## src/rtl/pipe_register_pkg.sv

```systemverilog
// Shared types and sizing helpers for the pipe_register pipeline.
package pipe_register_pkg;

    localparam int DEFAULT_WIDTH = 128;
    localparam int DEFAULT_DEPTH = 2;

    typedef logic [127:0] aes_state_t;

    // Occupancy counter must represent 0..depth inclusive.
    function automatic int level_width(input int depth);
        return $clog2(depth + 1);
    endfunction

endpackage

```

## src/rtl/pipe_reg_slice.sv

```systemverilog
// One valid/ready register slice; PIPE_REGISTER_ZERO_IDLE_EN zeroes data whenever the slice empties.
module pipe_reg_slice
    import pipe_register_pkg::*;
#(
    parameter int WIDTH = DEFAULT_WIDTH
) (
    input  logic             clk,
    input  logic             rst,
    input  logic             flush,
    input  logic             up_valid,
    input  logic [WIDTH-1:0] up_data,
    input  logic             rdy,
    output logic             v,
    output logic [WIDTH-1:0] d
);

    logic load;

    assign load = !v || rdy;

    // NOTE: data is reset as well as valid, so out_data reads 0 straight out of reset.
    always_ff @(posedge clk or negedge rst) begin
        if (!rst) begin
            v <= 1'b0;
            d <= '0;
        end else if (flush) begin
            // NOTE: non-blocking assignments keep every slice sampling pre-edge neighbour state.
            v <= 1'b0;
`ifdef PIPE_REGISTER_ZERO_IDLE_EN
            d <= '0;
`endif
        end else if (load) begin
            v <= up_valid;
            if (up_valid) begin
                d <= up_data;
            end
`ifdef PIPE_REGISTER_ZERO_IDLE_EN
            else begin
                d <= '0;
            end
`endif
        end
    end

endmodule

```

## src/rtl/pipe_register.sv

```systemverilog
// DEPTH-stage valid/ready register pipeline with flush and occupancy level.
// Optional macro PIPE_REGISTER_ZERO_IDLE_EN zeroes the data of empty slices.
module pipe_register
    import pipe_register_pkg::*;
#(
    parameter int WIDTH = DEFAULT_WIDTH,
    parameter int DEPTH = DEFAULT_DEPTH,
    parameter int LVL_W = level_width(DEPTH)
) (
    input  logic             clk,
    input  logic             rst,
    input  logic             flush,
    input  logic             in_valid,
    output logic             in_ready,
    input  logic [WIDTH-1:0] in_data,
    output logic             out_valid,
    input  logic             out_ready,
    output logic [WIDTH-1:0] out_data,
    output logic [LVL_W-1:0] level
);

    logic [DEPTH-1:0] v;
    logic [DEPTH-1:0] rdy;
    logic [WIDTH-1:0] d [DEPTH];
    logic             push;
    logic             pop;

    // Slice i may advance when the sink is ready or any slice downstream of it is empty.
    always_comb begin
        logic hole;
        // NOTE: every variable gets a default first so no path leaves it unassigned (no latch).
        hole = 1'b0;
        rdy  = '0;
        for (int i = DEPTH - 1; i >= 0; i--) begin
            rdy[i] = out_ready || hole;
            hole   = hole || !v[i];
        end
    end

    for (genvar i = 0; i < DEPTH; i++) begin : g_slice
        if (i == 0) begin : g_head
            pipe_reg_slice #(.WIDTH(WIDTH)) u_slice (
                .clk      (clk),
                .rst      (rst),
                .flush    (flush),
                .up_valid (in_valid),
                .up_data  (in_data),
                .rdy      (rdy[i]),
                .v        (v[i]),
                .d        (d[i])
            );
        end else begin : g_body
            pipe_reg_slice #(.WIDTH(WIDTH)) u_slice (
                .clk      (clk),
                .rst      (rst),
                .flush    (flush),
                .up_valid (v[i-1]),
                .up_data  (d[i-1]),
                .rdy      (rdy[i]),
                .v        (v[i]),
                .d        (d[i])
            );
        end
    end

    assign in_ready  = (!v[0] || rdy[0]) && !flush;
    assign out_valid = v[DEPTH-1];
    assign out_data  = d[DEPTH-1];

    assign push = in_valid && in_ready;
    assign pop  = out_valid && out_ready;

    // Internal shifts conserve the word count, so only boundary transfers move the level.
    always_ff @(posedge clk or negedge rst) begin
        if (!rst) begin
            level <= '0;
        end else if (flush) begin
            level <= '0;
        end else begin
            level <= level + LVL_W'(push) - LVL_W'(pop);
        end
    end

endmodule
```

## config.mk

```make
export PLATFORM = sky130hd
export DESIGN_NAME = pipe_register
export DESIGN_NICKNAME = d
export VERILOG_FILES = /design/src/rtl/pipe_register_pkg.sv /design/src/rtl/pipe_reg_slice.sv /design/src/rtl/pipe_register.sv
export SDC_FILE = /design/constraint.sdc
export NUM_CORES = 1
export LEC_CHECK = 0
export BUFFER_PORTS_ARGS = -buffer_cell sky130_fd_sc_hd__buf_2
export CORE_UTILIZATION = 30
export DETAILED_ROUTE_END_ITERATION = 8
export PLACE_DENSITY_LB_ADDON = 0.3
export SLEW_MARGIN = 20
export SYNTH_ARGS = -nofsm -noshare
export SYNTH_HDL_FRONTEND = slang
export SYNTH_SLANG_ARGS = --single-unit
export TNS_END_PERCENT = 5
```

## constraint.sdc

```tcl
create_clock -name clk -period 2.55 [get_ports clk]
set_clock_uncertainty 0.2 [all_clocks]
set_input_delay 0.1275 -clock clk [delete_from_list [all_inputs] [get_ports clk]]
set_output_delay 0.1275 -clock clk [all_outputs]
set_load 0.02 [all_outputs]
```

==> flow_summary_export.csv <==
group,metric,value,unit
drt,final_antenna_net_count,0,
yosys,yosysSeqAreaShare,60.71,%
placed_design,hpwl,13810,um
timing,max_freq,0.4594,GHz
timing,relSlewSlack,69.30,%
global_routing,grt_max_degree,78,
yosys,syn_avg_cell_area,15.53,um^2
floorplanning,coreArea,34880,um^2
floorplanning,initial_core_util,30.72,%
drt,wire_per_inst,15.14,um
drt,drt_iter0_drc,131,
setup_path,critPathLaunchType,"flip-flop",
floorplanning,die_height,191.0,um
floorplanning,num_io_pins,265,
floorplanning,die_w,191.0,um
timing,setup_violations,0,
yosys,synth_area,10720,um^2
yosys,synth_cells,690,
job,maxCapViolCount,0,
final_layout,postLayoutCoreUtil,39.83,%
drt,routed_wl,21990,um
placed_design,gp_congestion,0.6955,
clock_network,clock-root-buffer,"clkbuf_16",
final_layout,layout.nets,1113,
clock_network,cts_buffer_depth,3,
status,status,"finished, final reports clean",
clock_network,clk_pin_slew,0.06,ns
final_layout,fillers,3314,
power,p_leak,6.304,nW
timing,hold_viol_final,0,
hold_path,hold_path.class,"in2reg",
final_layout,final_cell_mix,"263 x buf_2, 260 x dfrtp_1, 256 x mux2_2",
yosys,synth_seq_cells,260,
timing,tightest_slew,0.4605,ns
placed_design,port_buffers,264,
setup_path,crit_fanout,4,
setup_path,critPathArrivalTime,2.39,ns
yosys,ys_top_cells_by_area,"dfrtp_1 61%, mux2_2 27%, buf_4 9.9%",
setup_path,crit_type,"reg2reg",
timing,whs,0.1461,ns
timing,rsz0062_at_grt,"false",
drt,viasPerCell,4.187,
final_layout,area_growth,29.64,%
drt,post-route-drc-count,0,
global_routing,overflow,0,
drt,vias,6080,
timing,min_period,2.177,ns
drt,detail_route.first_pass.iterations,4,
timing,timing.final.crit_share,85.37,%
global_routing,grt_usage,12.22,%
clock_network,cts_buffers,30,
clock_network,tritoncts,"done",
floorplanning,dieArea,36490,um^2
timing,tns,0,ns
yosys,synthDistinctLibCells,15,
global_routing,grt_pass1_vias,6628,
floorplanning,row_count,68,
yosys,yosysWarnings,0,
final_layout,drive_gt1_share,57.73,%
clock_network,clock_sinks,260,
final_layout,final_common_cell,"buf_2",
yosys,synth_top_area_share,60.71,%
yosys,syn-num-nets,825,
global_routing,antenna_found_initial,1,
clock_network,cts_max_level,1,
global_routing,grt_pass1_wl,35580,um
timing,report.final.slew_viol_count,0,
clock_network,cts_resized,0,
power,irDropWorstVdd,0.5630,mV
clock_network,clk-insertion-delay-late,0.54,ns
yosys,synth_area_leader_cell,"dfrtp_1",
power,power.density,896.8,nW/um^2
setup_path,worstPathRequired,2.77,ns
setup_path,end_kind,"flip-flop",
[flip-flops by register name, summed over array words and instances (netlist names)]
register                  cells
g_slice.g_body.u_slice.d    128
g_slice.g_body.u_slice.v      1
g_slice.g_head.u_slice.d    128
g_slice.g_head.u_slice.v      1
level                         2
[cells by family (layout without fill, tap and decap cells)]
| group | count (synthesis) | count (layout) | synth area share, % |
|---|---|---|---|
| DFF | 260 | 260 | 60.71 |
| buffers and inverters | 158 | 464 | 11.35 |
| xor gates and xnor gates | 2 | 2 | 0.1635 |
| muxes | 256 | 256 | 26.90 |
| adders and majority gates | 2 | 2 | 0.2334 |
| other | 0 | 1 | 0 |
| and+or+nand+nor | 12 | 12 | 0.6538 |
[layer usage]
| layer | global-route usage, % | vias up | part of all wire [%] |
|---|---|---|---|
| met3 | 3.984 | 36 | 8.5 |
| met2 | 20.37 | 184 | 47 |
| li1 | - | 2804 | - |
| met5 | 0 | - | 0 |
| met4 | 3.415 | 0 | 1.8 |
| met1 | 15.04 | 3056 | 42 |
[repair_timing]
| action | in CTS | in global routing |
|---|---|---|
| endpoints found under the setup margin | 0 | 0 |
| endpoints found under the hold margin | 392 | 0 |
| hold buffers | 136 | 0 |
| buffers inserted | 0 | 0 |
[critical path, stage by stage (launching register included)]
cell and delay (ns):
dfrtp_1 0.39, and3b_1 0.22, nor2_1 0.10, dlygate4sd3_1 0.55, nor2_1 0.04, dlygate4sd3_1 0.55
[stage by stage]
step | power [W] | cells | instance area (um^2) | worst slack [ns]
after CTS | 0.01271 | 1451 | 13890 | 0.3588
final | 0.01246 | 1452 | 13890 | 0.3731
after global routing | 0.01317 | 1451 | 13890 | 0.2315
after global placement | 0.008318 | 1265 | 11600 | 0.4132
after floorplan | 0.008131 | 690 | 10720 | 0.1688
after detailed placement | 0.008384 | 1265 | 11600 | 0.3768
[path summary, 6_finish.rpt]
check / startpoint / to / slack [ns] / cells after the start
max: g_slice[1].g_body.u_slice.v / g_slice[0].g_head.u_slice.v / 0.37 / 5
min: in_data[24] / g_slice[0].g_head.u_slice.d[24] / 0.15 / 3
max reg2reg: g_slice[1].g_body.u_slice.v / g_slice[0].g_head.u_slice.v / 0.37 / 5
min reg2reg: g_slice[0].g_head.u_slice.d[81] / g_slice[1].g_body.u_slice.d[81] / 0.29 / 1
max in group asynchronous: rst / g_slice[1].g_body.u_slice.d[99] / 1.13 / 4
min in group asynchronous: rst / g_slice[0].g_head.u_slice.d[22] / 0.55 / 4
[layout make-up]
type | count | area (um^2) | share of cell area, %
repair buffers | 412 | 2880 | 20.73
multi-input cells | 272 | 3007 | 21.64
well taps | 455 | 569.3 | 4.097
inverters | 2 | 7.507 | 0.05403
flip-flops and latches | 260 | 6506 | 46.83
clock buffers | 45 | 868.3 | 6.249
clock inverters | 5 | 53.80 | 0.3872
diodes | 1 | 2.502 | 0.01801
[power by group]
part,leakage (nW),switching [W],internal (W)
Clock,0.453,0.00161,0.00242
Combinational,2.77,0.00156,0.00138
Sequential,3.08,0.000428,0.00506
Total,6.30,0.00360,0.00886
[cells in the mapped netlist]
cell type,number
buf_4,141
mux2_2,256
nor2_1,6
ha_1,2
dfrtp_1,260
nor3b_2,1
nor3b_1,1
xnor2_1,1
buf_6,12
inv_1,2
buf_2,3
xor2_1,1
nor2b_1,2
and2_1,1
and3b_1,1
Note: power is estimated with default switching activity, not from simulation.
